## src/rtl/oam_dma_ctrl.sv

```systemverilog
// oam_dma_ctrl
// Sprite-DMA sequencer for the CPU-clock bus arbiter. It snoops CPU writes to
// DMA_REG_ADDR and then copies XFER_LEN bytes from page {wdata,8'h00} to
// OAM_DATA_ADDR. Each byte is a read followed by a write, and each access goes
// through the spr request/grant port. The sequencer stalls for as long as the
// arbiter withholds the grant.
//
// Ports:
//   i_clk, i_rst          CPU clock, synchronous active-high reset
//   i_bus_addr/wn/wdata   snooped arbitrated bus (wn=0 means write)
//   o_spr_req, i_spr_gnt  access request; it completes when req && gnt
//   o_spr_addr/wn/wdata   access address, direction (1=read), write data
//   i_spr_rdata           read data, valid in the granted read cycle
//   o_busy                transfer in progress (ALIGN through DONE)
//   o_done                one-cycle pulse at the end of a transfer
module oam_dma_ctrl #(
  parameter logic [15:0] DMA_REG_ADDR  = 16'h4014,
  parameter logic [15:0] OAM_DATA_ADDR = 16'h2004,
  parameter int unsigned XFER_LEN      = 256
) (
  input  logic        i_clk,
  input  logic        i_rst,
  input  logic [15:0] i_bus_addr,
  input  logic        i_bus_wn,
  input  logic [7:0]  i_bus_wdata,
  output logic        o_spr_req,
  input  logic        i_spr_gnt,
  output logic [15:0] o_spr_addr,
  output logic        o_spr_wn,
  output logic [7:0]  o_spr_wdata,
  input  logic [7:0]  i_spr_rdata,
  output logic        o_busy,
  output logic        o_done
);

  typedef enum logic [2:0] {
    S_IDLE,
    S_ALIGN,
    S_READ,
    S_WRITE,
    S_DONE
  } state_t;

  localparam logic [8:0] LAST_IDX = 9'(XFER_LEN - 1);

  state_t      r_state, w_state_nxt;
  logic        r_parity;
  logic [7:0]  r_page, w_page_nxt;
  logic [8:0]  r_idx, w_idx_nxt;

  logic        r_spr_req, w_req_nxt;
  logic [15:0] r_spr_addr, w_addr_nxt;
  logic        r_spr_wn, w_wn_nxt;
  logic [7:0]  r_spr_wdata, w_wdata_nxt;
  logic        r_busy, w_busy_nxt;
  logic        r_done, w_done_nxt;

  logic        w_trigger;
  logic        w_acc;

  always_ff @(posedge i_clk) begin
    if (i_rst) begin
      r_state     <= S_IDLE;
      r_parity    <= 1'b0;
      r_page      <= '0;
      r_idx       <= '0;
      r_spr_req   <= 1'b0;
      r_spr_addr  <= '0;
      r_spr_wn    <= 1'b1;
      r_spr_wdata <= '0;
      r_busy      <= 1'b0;
      r_done      <= 1'b0;
    end else begin
      r_state     <= w_state_nxt;
      r_parity    <= ~r_parity;
      r_page      <= w_page_nxt;
      r_idx       <= w_idx_nxt;
      r_spr_req   <= w_req_nxt;
      r_spr_addr  <= w_addr_nxt;
      r_spr_wn    <= w_wn_nxt;
      r_spr_wdata <= w_wdata_nxt;
      r_busy      <= w_busy_nxt;
      r_done      <= w_done_nxt;
    end
  end

  always_comb begin
    w_state_nxt = r_state;
    w_page_nxt  = r_page;
    w_idx_nxt   = r_idx;
    w_wdata_nxt = r_spr_wdata;
    w_trigger   = (i_bus_addr == DMA_REG_ADDR) && !i_bus_wn;
    w_acc       = r_spr_req && i_spr_gnt;

    case (r_state)
      S_IDLE: begin
        if (w_trigger) begin
          w_page_nxt  = i_bus_wdata;
          w_idx_nxt   = '0;
          // An odd-cycle trigger costs one extra alignment cycle.
          w_state_nxt = r_parity ? S_ALIGN : S_READ;
        end
      end
      S_ALIGN: w_state_nxt = S_READ;
      S_READ: begin
        if (w_acc) begin
          // The write-data register also serves as the byte buffer.
          w_wdata_nxt = i_spr_rdata;
          w_state_nxt = S_WRITE;
        end
      end
      S_WRITE: begin
        if (w_acc) begin
          w_idx_nxt   = r_idx + 9'd1;
          w_state_nxt = (r_idx == LAST_IDX) ? S_DONE : S_READ;
        end
      end
      S_DONE:  w_state_nxt = S_IDLE;
      default: w_state_nxt = S_IDLE;
    endcase

    // The outputs are registered. They are derived from the next state so that
    // they line up with the state register. While an access is stalled, page
    // and idx do not change, so addr/wn/wdata stay constant.
    w_req_nxt  = 1'b0;
    w_addr_nxt = r_spr_addr;
    w_wn_nxt   = 1'b1;
    w_busy_nxt = (w_state_nxt != S_IDLE);
    w_done_nxt = (w_state_nxt == S_DONE);
    case (w_state_nxt)
      S_READ: begin
        w_req_nxt  = 1'b1;
        w_addr_nxt = {w_page_nxt, w_idx_nxt[7:0]};
      end
      S_WRITE: begin
        w_req_nxt  = 1'b1;
        w_addr_nxt = OAM_DATA_ADDR;
        w_wn_nxt   = 1'b0;
      end
      default: ;
    endcase
  end

  assign o_spr_req   = r_spr_req;
  assign o_spr_addr  = r_spr_addr;
  assign o_spr_wn    = r_spr_wn;
  assign o_spr_wdata = r_spr_wdata;
  assign o_busy      = r_busy;
  assign o_done      = r_done;

endmodule

```

## config.mk

```make
export PLATFORM = sky130hd
export DESIGN_NAME = oam_dma_ctrl
export DESIGN_NICKNAME = d
export VERILOG_FILES = /design/src/rtl/oam_dma_ctrl.sv
export SDC_FILE = /design/constraint.sdc
export NUM_CORES = 1
export LEC_CHECK = 0
export BUFFER_PORTS_ARGS = -buffer_cell sky130_fd_sc_hd__buf_4
export CAP_MARGIN = 30
export CELL_PAD_IN_SITES_DETAIL_PLACEMENT = 0
export CELL_PAD_IN_SITES_GLOBAL_PLACEMENT = 2
export CORE_UTILIZATION = 32
export DETAILED_ROUTE_END_ITERATION = 8
export GPL_ROUTABILITY_DRIVEN = 0
export PLACE_DENSITY_LB_ADDON = 0.3
export SLEW_MARGIN = 20
export SYNTH_ARGS = -nofsm -noshare
export SYNTH_HDL_FRONTEND = slang
export SYNTH_SLANG_ARGS = --single-unit
```

## constraint.sdc

```tcl
create_clock -name i_clk -period 4.97 [get_ports i_clk]
set_input_delay 0.994 -clock i_clk [delete_from_list [all_inputs] [get_ports i_clk]]
set_output_delay 0.994 -clock i_clk [all_outputs]
set_load 0.02 [all_outputs]
```

## Word-level counts from Yosys, hierarchy flattened

Cells that the tools add are included.
W data, S select, Z words.

- Flip-flop bits (word level): 49
- Logic and storage cells: 47

- $add $sub $neg: 1
- Equality and inequality tests: 10
- Muxes and demuxes: 14
- Bitwise logic cells: 1
- Reduce and logical (&&, ||, !) cells: 10

Operators with widths:

| cell | number |
|---|---|
| $pmux W16 S2 | 1 |
| $mux W9 | 2 |
| $pmux W9 S2 | 1 |
| $eq A16 B15 Y1 const B | 1 |
| $mux W8 | 2 |
| $eq A3 B2 Y1 const B | 4 |
| $mux W3 | 4 |
| $pmux W3 S4 | 1 |
| $add A9 B1 Y9 const B | 1 |
| $eq A9 B8 Y1 const B | 1 |
| $ne A2 B2 Y1 const B | 2 |
| $reduce_bool A2 Y1 | 2 |
| $eq A3 B1 Y1 const B | 1 |
| $eq A3 B3 Y1 const B | 1 |
| $logic_not A3 Y1 | 1 |
| $reduce_and A3 Y1 | 1 |
| $reduce_bool A3 Y1 | 1 |
| $logic_and A1 B1 Y1 | 2 |
| $mux W1 | 2 |
| $mux W2 | 1 |
| $reduce_and A2 Y1 | 1 |
| $reduce_or A2 Y1 | 1 |
| $logic_not A1 Y1 | 1 |
| $not A1 Y1 | 1 |

## Longest topological paths before layout

Gate-level depths: netlist of the first run.

- Depth in word-level cells: 7
- Mapped depth: 8
- Mapped depth without buffers: 7

## Least setup slack after synthesis of the first run

No wires, ideal clock.

- Kind: input to register
- From: input port i_bus_addr[5]
- To: register r_spr_addr[5] (netlist: o_spr_addr[5])
- Library setup time: 0.117 ns
- Data arrival time: 2.608 ns
- Path slack: 2.245 ns
- Cell stages on the path: 6
- Path buffers: 1
- Path through: or4b_4 > or4_1 > clkbuf_1 > o21ai_0 > mux2i_1 > a32o_1

- Cells in the longest elaborated chain, start to end: 6
- Elaborated cells between the ends (all ways): 10
- Classes of those cells: 3 x eq/ne; 5 x mux; 2 x reduce/logical

Ends and longest elaborated chain:

| element | RTL line | RTL |
|---|---|---|
| start, declared | 23 | `input logic [15:0] i_bus_addr,` |
| $eq A16 B15 Y1 (*) | 92 | `w_trigger = (i_bus_addr == DMA_REG_ADDR) && !i_bus_wn;` |
| $logic_and A1 B1 Y1 (*) | 92 |  |
| $mux W3 | 97 | `if (w_trigger) begin` |
| $pmux W3 S4 | 95 | `case (r_state)` |
| $eq A3 B2 Y1 | 130 | `case (w_state_nxt)` |
| $pmux W16 S2 or $reduce_bool A2 Y1 (tied branches) | -- |  |
| end signal, assigned | 79 | `r_spr_addr <= w_addr_nxt;` |
| end, declared | 52 | `logic [15:0] r_spr_addr, w_addr_nxt;` |

Mark *: on every way between the ends. The rest lies on a longest branch, timed or not. The select of a mux whose other input is x is not followed.
A chain may end at the register's enable or synchronous reset.

## Worst setup path after layout of the first run

- From: input port i_bus_addr[5]
- To: register r_spr_addr[6] (netlist: o_spr_addr[6])

The elaborated chain is that of the path after synthesis.

==> out/qor.txt, run 1 <==
status: finished clean
Mapped Cells: 210
Pwr Total: 0.640 mW
Hold Slack: 0.461 ns
# diodes: 0
post-CTS setup buffer count: 0
vias in the first global route: 1613
total grt overflow: 0
Synth top area share: 48.2%
io pins: 64
Critical Path RT: 5.16 ns
Post-synth EDFFs: 0
CP Launch Type: input port
post-layout minimum cycle time: 3.07 ns
Reg2Reg Setup Slack: 2.57 ns
endpoints failing hold: 0
FP Rows: 28
PostCTS Resize Cnt: 0
Initial Util: 33.8%
H-tree depth: 2
post-synth top area cell: dfxtp_1
dpl cells: 338
max-slew violation count: 0
die span in x: 81.8 µm
syn avg cell area: 9.69 µm²
first-pass GRT wire length: 7.56 mm
via count: 1729
Clock Root Buffer: clkbuf_8
Pleak: 1.09 nW
ratio of cells with drive above 1 in the final layout: 30.5%
worst min path class: flop to flop
fin crit share: 61.7%
setup TNS: 0 ns
pre-CTS WS: 1.56 ns
Post-DP HPWL: 3.42 mm
IO buf count: 63
relative slew slack: 37.7%
Synth cell types: 48
Syn-to-layout area delta: 29.5%
CTS Hold Bufs: 0
initial antenna violation count: 0
most frequent cell after synthesis: dfxtp_1
Synth top cells by count: dfxtp_1 (49), nor2_1 (25), a21oi_1 (13), mux2i_1 (13), nand2_1 (12)
maxcap violations: 0
Clock Path Buffers: 2
Max FO, Critical Path: 15
largest cells by area after synthesis: dfxtp_1 (48%), mux2i_1 (6.4%), nor2_1 (4.6%)
clk_skew: 0.00643 ns
WL per Instance: 13.9 µm
via density per instance: 5.03
Nets: 308
CTS sink cnt: 49
P per Cell Area: 243 mW/mm²
core area: 0.00603 mm²
die area: 0.00668 mm²
crit path kind: input port to flop
CTS tree: yes
pin count of the biggest net entering global routing: 39
worst skew pair latency: 0.30 ns
maximum VDD drop: 176 µV
CP Capture Type: flop
Peak Freq: 326 MHz
Clock transition at path regs: 0.08 ns
top_reg_cell synth: dfxtp_1
DIE HEIGHT: 81.8 µm
drt initial violations: 72
drt first pass iters: 4
synth warn: 0
Syn Nets: 248
Post-DRT Antenna Nets: 0
remaining design rule violation count: 0
CTS buffer count: 5
# setup viols final: 0
WP data arrival: 3.26 ns
RSZ-0062 raised after global routing: no
total track usage: 15.1%
setup ws final: 1.90 ns
Async SR Flop Fraction: 0%
register area share after synthesis: 48.2%
cell area after synthesis: 0.00204 mm²
Layout Cells excl Fill: 344
Slew @ Worst Pin: 0.931 ns
final wirelength: 4.78 mm
Seq cells post-synth: 49
state kept, by name, summed over array words and instances, names as in the netlist:
name	count
r_page	8
r_state	3
o_busy	1
o_spr_addr	16
o_spr_wdata	8
r_idx	9
o_spr_wn	1
r_parity	1
o_done	1
o_spr_req	1
layout make-up:
| cell class | instances | area, µm² |
|---|---|---|
| clock buffer | 5 | 68.8 |
| clock inverter | 1 | 5.00 |
| fill | 634 | 3390 |
| inverter | 5 | 18.8 |
| multi-input combinational | 145 | 986 |
| sequential | 49 | 981 |
| tap | 75 | 93.8 |
| timing repair buffer | 64 | 483 |
metal layers:
| layer | global-route usage (%) | vias to the layer above | routed length [µm] | part of all wire [%] |
|---|---|---|---|---|
| li1 | - | 878 | - | - |
| met1 | 20.6 | 790 | 2310 | 48 |
| met2 | 22.7 | 55 | 2060 | 43 |
| met3 | 3.44 | 6 | 335 | 7.0 |
| met4 | 6.14 | 0 | 76 | 1.6 |
| met5 | 0 | - | 0 | 0 |
report_power, final:
group / switching (mW) / leakage (nW) / total [mW] / internal (mW)
Combinational: 0.0134 / 0.657 / 0.0333 / 0.0199
Clock: 0.120 / 0.0399 / 0.213 / 0.0928
Sequential: 0.000858 / 0.395 / 0.394 / 0.393
Total: 0.135 / 1.09 / 0.640 / 0.505
path summary, 6_finish.rpt:
path	start	endpoint	cells past startpoint
hold / removal	o_spr_addr[8]$_SDFFE_PP0P_	o_spr_addr[8]$_SDFFE_PP0P_	2
setup reg to reg	r_state[0]$_SDFF_PP0_	o_spr_addr[6]$_SDFFE_PP0P_	5
hold reg to reg	o_spr_addr[8]$_SDFFE_PP0P_	o_spr_addr[8]$_SDFFE_PP0P_	2
setup / recovery	i_bus_addr[5]	o_spr_addr[6]$_SDFFE_PP0P_	6
layout by cell type (no fill, tap or decap), types with 5 or more instances in the layout:
cell type and instances:
buf_4 63, dfxtp_1 49, nor2_1 25, a21oi_1 13
mux2i_1 13, nand2_1 12, o211ai_1 9, and3_1 7
and2_1 5, o21a_1 5, clkbuf_8 5
logic make-up (layout without fill, tap and decap cells):
group	Yosys count	in the layout	share of synthesized area [%]
AO/OA/AOI/OAI	52	52	19.4
adder cells (fa/ha/maj)	2	2	1.23
buffers and inverters	16	75	3.38
flip-flops	49	49	48.2
multiplexers	14	14	6.95
AND/OR/NAND/NOR	77	77	20.9
worst max-delay path, cell delays in order:
cell,delay [ns]
buf_4,0.11
or4b_4,0.55
nor4_4,0.73
a311oi_1,0.34
clkdlybuf4s18_2,0.33
a32o_1,0.21
through the flow:
step / utilization (%) / area, µm²
global route: 43.8 / 2640
detailed placement: 42.5 / 2560
CTS: 43.8 / 2640
global placement: 42.4 / 2550
finish: 43.8 / 2640
floorplan: - / 2040
Note: power is estimated with default switching activity, not from simulation.
==> inputs of run 2 (changes only) <==
--- a/config.mk
+++ b/config.mk
@@ -9,7 +9,7 @@
 export CAP_MARGIN = 30
 export CELL_PAD_IN_SITES_DETAIL_PLACEMENT = 0
 export CELL_PAD_IN_SITES_GLOBAL_PLACEMENT = 2
-export CORE_UTILIZATION = 32
+export CORE_UTILIZATION = 27
 export DETAILED_ROUTE_END_ITERATION = 8
 export GPL_ROUTABILITY_DRIVEN = 0
 export PLACE_DENSITY_LB_ADDON = 0.3
==> constraint.sdc (replaced) <==
create_clock -name i_clk -period 2.5 [get_ports i_clk]
set_input_delay 0.5 -clock i_clk [delete_from_list [all_inputs] [get_ports i_clk]]
set_output_delay 0.5 -clock i_clk [all_outputs]
set_load 0.02 [all_outputs]
==> out/qor.txt, run 2 (synthesis gave the netlist of run 1 again) <==
hold endpoint: o_spr_wdata[5]$_SDFFE_PP0P_
Reg2Reg Setup Slack: 0.42 ns (-2.15 ns)
CTS Hold Bufs: 0 (unchanged)
pre-CTS WS: 0.0412 ns (-1.52 ns)
total grt overflow: 0 (unchanged)
worst min path class: input port to flop
Max Used Layer: met4
Critical Path RT: 2.68 ns (-2.48 ns)
Hold Crit Depth: 3 (+1)
CP Launch Type: input port
met2 WL: 2.43 mm (+18%)
setup TNS: 0 ns (unchanged)
setup ws final: 0.356 ns (-1.55 ns)
WL per Instance: 13.4 µm (-3.3%)
remaining design rule violation count: 0 (unchanged)
drt first pass iters: 4 (unchanged)
met3 routed WL: 235 µm (-30%)
Hold Slack: 0.423 ns (-0.0390 ns)
Finished Cell Area: 0.00275 mm² (+4.3%)
Pleak: 1.14 nW (+4.4%)
P per Cell Area: 480 mW/mm² (+98%)
Pwr Total: 1.32 mW (+110%)
post-CTS setup buffer count: 0 (unchanged)
PostCTS Resize Cnt: 0 (unchanged)
Syn-to-layout area delta: 35.0%
die area: 0.00789 mm² (+18%)
max-slew violation count: 0 (unchanged)
Clock Root Buffer: clkbuf_8
Post-DRT Antenna Nets: 0 (unchanged)
core area: 0.00725 mm² (+20%)
maximum VDD drop: 166 µV (-5.2%)
die span in x: 88.8 µm (+8.6%)
io pins: 64 (unchanged)
maxcap violations: 0 (unchanged)
Max FO, Critical Path: 6 (-9)
final wirelength: 5.08 mm (+6.3%)
Clock transition at path regs: 0.09 ns (about the same)
CP Capture Type: flop
Int Power: 1.02 mW (+100%)
switch share: 22.7% (+1.7 points)
Seq pwr share: 59.2% (-2.3 points)
Logic pwr share: 5.1% (about the same)
switching pwr: 0.300 mW (+120%)
ratio of cells with drive above 1 in the final layout: 32.6% (+2.1 points)
wl on met1: 2.36 mm (+1.9%)
WP data arrival: 2.32 ns (-0.94 ns)
DIE HEIGHT: 88.8 µm (+8.6%)
Largest register FFs: 16 (unchanged)
relative slew slack: 71.8% (+34 points)
via count: 1766 (+2.1%)
crit path kind: input port to flop
worst skew pair latency: 0.30 ns (about the same)
clk_skew: 0.00764 ns (+0.00121 ns)
IO buf count: 63 (unchanged)
drt initial violations: 72 (unchanged)
status: finished clean
initial antenna violation count: 0 (unchanged)
Hold Startpoint: i_spr_rdata[5]
# diodes: 0 (unchanged)
placed cell area: 0.00266 mm² (+3.9%)
CTS buffer count: 5 (unchanged)
total track usage: 14.0% (-1.0 points)
commonest non-fill, non-tap cell in the layout: buf_4
first-pass GRT wire length: 8.36 mm (+11%)
Initial Util: 28.1% (-5.7 points)
post-layout minimum cycle time: 2.14 ns
commonest cells after routing, fill and taps aside: buf_4 (71), dfxtp_1 (49), nor2_1 (25)
Crit Reg-Reg Endpoint: o_spr_addr[6]$_SDFFE_PP0P_
clock power share: 35.7% (+2.4 points)
FP Rows: 31 (+11%)
Slew @ Worst Pin: 0.423 ns (-0.508 ns)
via density per instance: 4.67 (-7.0%)
endpoints failing hold: 0 (unchanged)
Nets: 316 (+2.6%)
RSZ-0062 raised after global routing: no
RR Startpoint: r_idx[0]$_SDFF_PP0_
CTS tree: yes
CTS sink cnt: 49 (unchanged)
fin crit share: 85.7%
Peak Freq: 467 MHz
Clock Path Buffers: 2 (unchanged)
# setup viols final: 0 (unchanged)
H-tree depth: 2 (unchanged)
R2R depth: 7 (+2)
vias in the first global route: 1735 (+7.6%)
Post-DP HPWL: 3.55 mm (+3.8%)
pin count of the biggest net entering global routing: 39 (unchanged)
-- run 2: changes by cell type in the layout (fill, tap and decap cells not counted) --
cell,delta
inv_6,+1
clkdlybuf4s18_2,-1
clkbuf_1,+1
buf_4,+8
buf_12,+1
-- run 2: worst max path at each step --
| stage | startpoint | endpoint | slack [ns] | depth (start not counted) |
|---|---|---|---|---|
| floorplan | i_bus_addr[5] | o_spr_addr[5]$_SDFFE_PP0P_ | 0.27 | 6 |
| global placement | i_bus_addr[5] | o_spr_addr[7]$_SDFFE_PP0P_ | 0.04 | 6 |
| detailed placement | i_bus_addr[5] | o_spr_addr[5]$_SDFFE_PP0P_ | 0.04 | 6 |
| CTS | i_bus_addr[5] | o_spr_addr[5]$_SDFFE_PP0P_ | 0.37 | 6 |
| global route | r_idx[0]$_SDFF_PP0_ | o_spr_addr[6]$_SDFFE_PP0P_ | 0.28 | 7 |
| finish | i_bus_addr[5] | o_spr_addr[7]$_SDFFE_PP0P_ | 0.36 | 6 |
-- run 2: layout make-up --
type                    count  area [µm²]
fillers                   766        4500
clock inverters             2        13.8
clock buffers               6        72.6
multi-input cells         145         986
well taps                  99         124
repair buffers             72         553
inverters                   5        18.8
flip-flops and latches     49         981
-- run 2: through the flow --
stage	util, %	std cells
global route	37.9	378
detailed placement	36.7	370
finish	37.9	378
global placement	36.7	370
floorplan	-	210
CTS	37.9	378
-- run 2: metal layers --
metal	vias to the layer above	GRT usage [%]
li1	901	-
met1	821	17.9
met2	37	23.1
met3	7	2.99
met4	0	5.72
met5	-	0
-- run 2: critical path, cell delays in order --
cell      delay [ns]
buf_4           0.11
or4b_4          0.54
or4_1           0.63
o211a_1         0.28
o211ai_1        0.18
a21oi_1         0.09
-- run 2: power by group through the flow --
stage               registers (mW)  logic (mW)  clock network (mW)
floorplan                    0.800      0.0176                   0
CTS                          0.782      0.0686               0.494
detailed placement           0.801      0.0687                   0
finish                       0.782      0.0671               0.471
global route                 0.783      0.0733               0.526
global placement             0.801      0.0685                   0
==> inputs of run 3 (changes only) <==
--- a/config.mk
+++ b/config.mk
@@ -13,6 +13,7 @@
 export DETAILED_ROUTE_END_ITERATION = 8
 export GPL_ROUTABILITY_DRIVEN = 0
 export PLACE_DENSITY_LB_ADDON = 0.3
+export RECOVER_POWER = 100
 export SLEW_MARGIN = 20
 export SYNTH_ARGS = -nofsm -noshare
 export SYNTH_HDL_FRONTEND = slang
==> out/qor.txt, run 3 (synthesis gave the netlist of run 1 again) <==
pin count of the biggest net entering global routing: 39 (unchanged)
post-CTS setup buffer count: 0 (unchanged)
io pins: 64 (unchanged)
# setup viols final: 0 (unchanged)
CTS sink cnt: 49 (unchanged)
maxcap violations: 0 (unchanged)
via density per instance: 4.63 (-0.96%)
Max FO, Critical Path: 15 (+9)
drt initial violations: 84 (+17%)
remaining design rule violation count: 0 (unchanged)
Pleak: 1.00 nW (-12%)
CTS buffer count: 5 (unchanged)
Clock Root Buffer: clkbuf_8
vias in the first global route: 1735 (unchanged)
first-pass GRT wire length: 8.36 mm (unchanged)
area of the multi-input gates: 958 µm² (-2.8%)
total grt overflow: 0 (unchanged)
R2R depth: 6 (-1)
utilization after layout: 35.9% (-2.0 points)
WL per Instance: 13.3 µm (-1.1%)
PostCTS Resize Cnt: 0 (unchanged)
post-layout minimum cycle time: 2.28 ns (+0.134 ns)
Layout Cells excl Fill: 378 (unchanged)
CP delay by family, top: simple AND/OR/NAND/NOR gates
endpoints failing hold: 0 (unchanged)
Syn-to-layout area delta: 27.8%
ratio of cells with drive above 1 in the final layout: 19.4% (-13 points)
via count: 1749 (-0.96%)
Clock Path Buffers: 2 (unchanged)
FP Rows: 31 (unchanged)
Critical Path RT: 2.69 ns (about the same)
Post-DP HPWL: 3.55 mm (unchanged)
drt first pass iters: 4 (unchanged)
crit path from: i_bus_addr[5]
Clock transition at path regs: 0.09 ns (about the same)
crit path kind: input port to flop
maximum VDD drop: 165 µV (-0.89%)
commonest cells after routing, fill and taps aside: dfxtp_1 (49), buf_4 (38), clkbuf_1 (33)
CP Launch Type: input port
dpl cells: 370 (unchanged)
DIE HEIGHT: 88.8 µm (unchanged)
critical path depth: 7 (+1)
relative slew slack: 59.4% (-12 points)
CTS tree: yes
critical path, cell by cell: clkbuf_4, or4b_1, nor4_1, buf_12, a31oi_4, clkbuf_1, or3_1
Initial Util: 28.1% (unchanged)
Fillers: 792 (+3.4%)
pre-CTS WS: 0.0412 ns (unchanged)
CTS Hold Bufs: 0 (unchanged)
Crit-path slowest cell: or4b_1
Largest register FFs: 16 (unchanged)
register area: 981 µm² (unchanged)
WP buf/inv: 3 (+2)
P per Cell Area: 506 mW/mm² (+5.4%)
die span in x: 88.8 µm (unchanged)
WP data arrival: 2.46 ns (+0.14 ns)
CP Capture Type: flop
Nets: 316 (unchanged)
Post-DRT Antenna Nets: 0 (unchanged)
Crit Reg-Reg Endpoint: o_spr_wn$_SDFF_PP1_
RSZ-0062 raised after global routing: no
Reg2Reg Setup Slack: 0.37 ns (-0.05 ns)
Peak Freq: 439 MHz (-5.9%)
Pwr Total: 1.32 mW (-0.28%)
worst min path class: input port to flop
max-slew violation count: 0 (unchanged)
clk_skew: 0.00646 ns (-0.00119 ns)
crit path to: o_spr_wn$_SDFF_PP1_
final wirelength: 5.03 mm (-1.1%)
fin crit share: 91.1% (+5.4 points)
setup TNS: 0 ns (unchanged)
die area: 0.00789 mm² (unchanged)
status: finished clean
# diodes: 0 (unchanged)
initial antenna violation count: 0 (unchanged)
RR Startpoint: r_state[0]$_SDFF_PP0_
commonest non-fill, non-tap cell in the layout: dfxtp_1
worst skew pair latency: 0.30 ns (about the same)
core area: 0.00725 mm² (unchanged)
Slew @ Worst Pin: 0.609 ns (+0.186 ns)
IO buf count: 63 (unchanged)
H-tree depth: 2 (unchanged)
setup ws final: 0.222 ns (-0.134 ns)
slowest stage delay, CP: 0.53 ns (-0.10 ns)
total track usage: 14.0% (unchanged)
[run 3: per-layer routing]
| layer | vias to the layer above | track usage [%] | part of all wire, % |
|---|---|---|---|
| met1 | 799 | 17.9 | 45 |
| met5 | - | 0 | 0 |
| met2 | 41 | 23.1 | 48 |
| li1 | 902 | - | - |
| met3 | 7 | 2.99 | 5.6 |
| met4 | 0 | 5.72 | 1.3 |
[run 3: cell type report]
| cell class | instances | share of cell area, % |
|---|---|---|
| clock inverters | 2 | 0.529 |
| inverters | 5 | 0.722 |
| repair buffers | 72 | 16.6 |
| clock buffers | 6 | 2.79 |
| multi-input cells | 145 | 36.8 |
| well taps | 99 | 4.76 |
| flip-flops and latches | 49 | 37.7 |
[run 3: stage by stage]
stage,cell area (µm²),hold slack [ns]
after CTS,2750,0.413
after floorplan,2040,0.445
after global placement,2660,0.440
after global routing,2600,0.412
final,2600,0.423
after detailed placement,2660,0.447
[run 3: how the worst min path moves through the flow]
stage                               startpoint                           to  slack, ns  depth (start not counted)
floorplan                  r_parity$_SDFF_PP0_          r_parity$_SDFF_PP0_       0.44                          1
global placement    o_spr_addr[4]$_SDFFE_PP0P_   o_spr_addr[4]$_SDFFE_PP0P_       0.44                          2
detailed placement  o_spr_addr[8]$_SDFFE_PP0P_   o_spr_addr[8]$_SDFFE_PP0P_       0.45                          2
CTS                             i_spr_rdata[4]  o_spr_wdata[4]$_SDFFE_PP0P_       0.41                          3
global route                    i_spr_rdata[7]  o_spr_wdata[7]$_SDFFE_PP0P_       0.41                          3
finish                          i_spr_rdata[5]  o_spr_wdata[5]$_SDFFE_PP0P_       0.42                          3
[run 3: tightest hold or removal path: cells and delay by family]
kind | cells | cell delay [ns]
buf+inv | 1 | 0.08
mux | 1 | 0.05
simple gates | 1 | 0.07
[run 3: where the power goes]
group / internal [mW] / switching, mW / total [mW] / leakage, nW
Clock: 0.200 / 0.270 / 0.470 / 0.0456
Combinational: 0.0391 / 0.0257 / 0.0648 / 0.562
Sequential: 0.781 / 0.00138 / 0.782 / 0.395
Total: 1.02 / 0.297 / 1.32 / 1.00
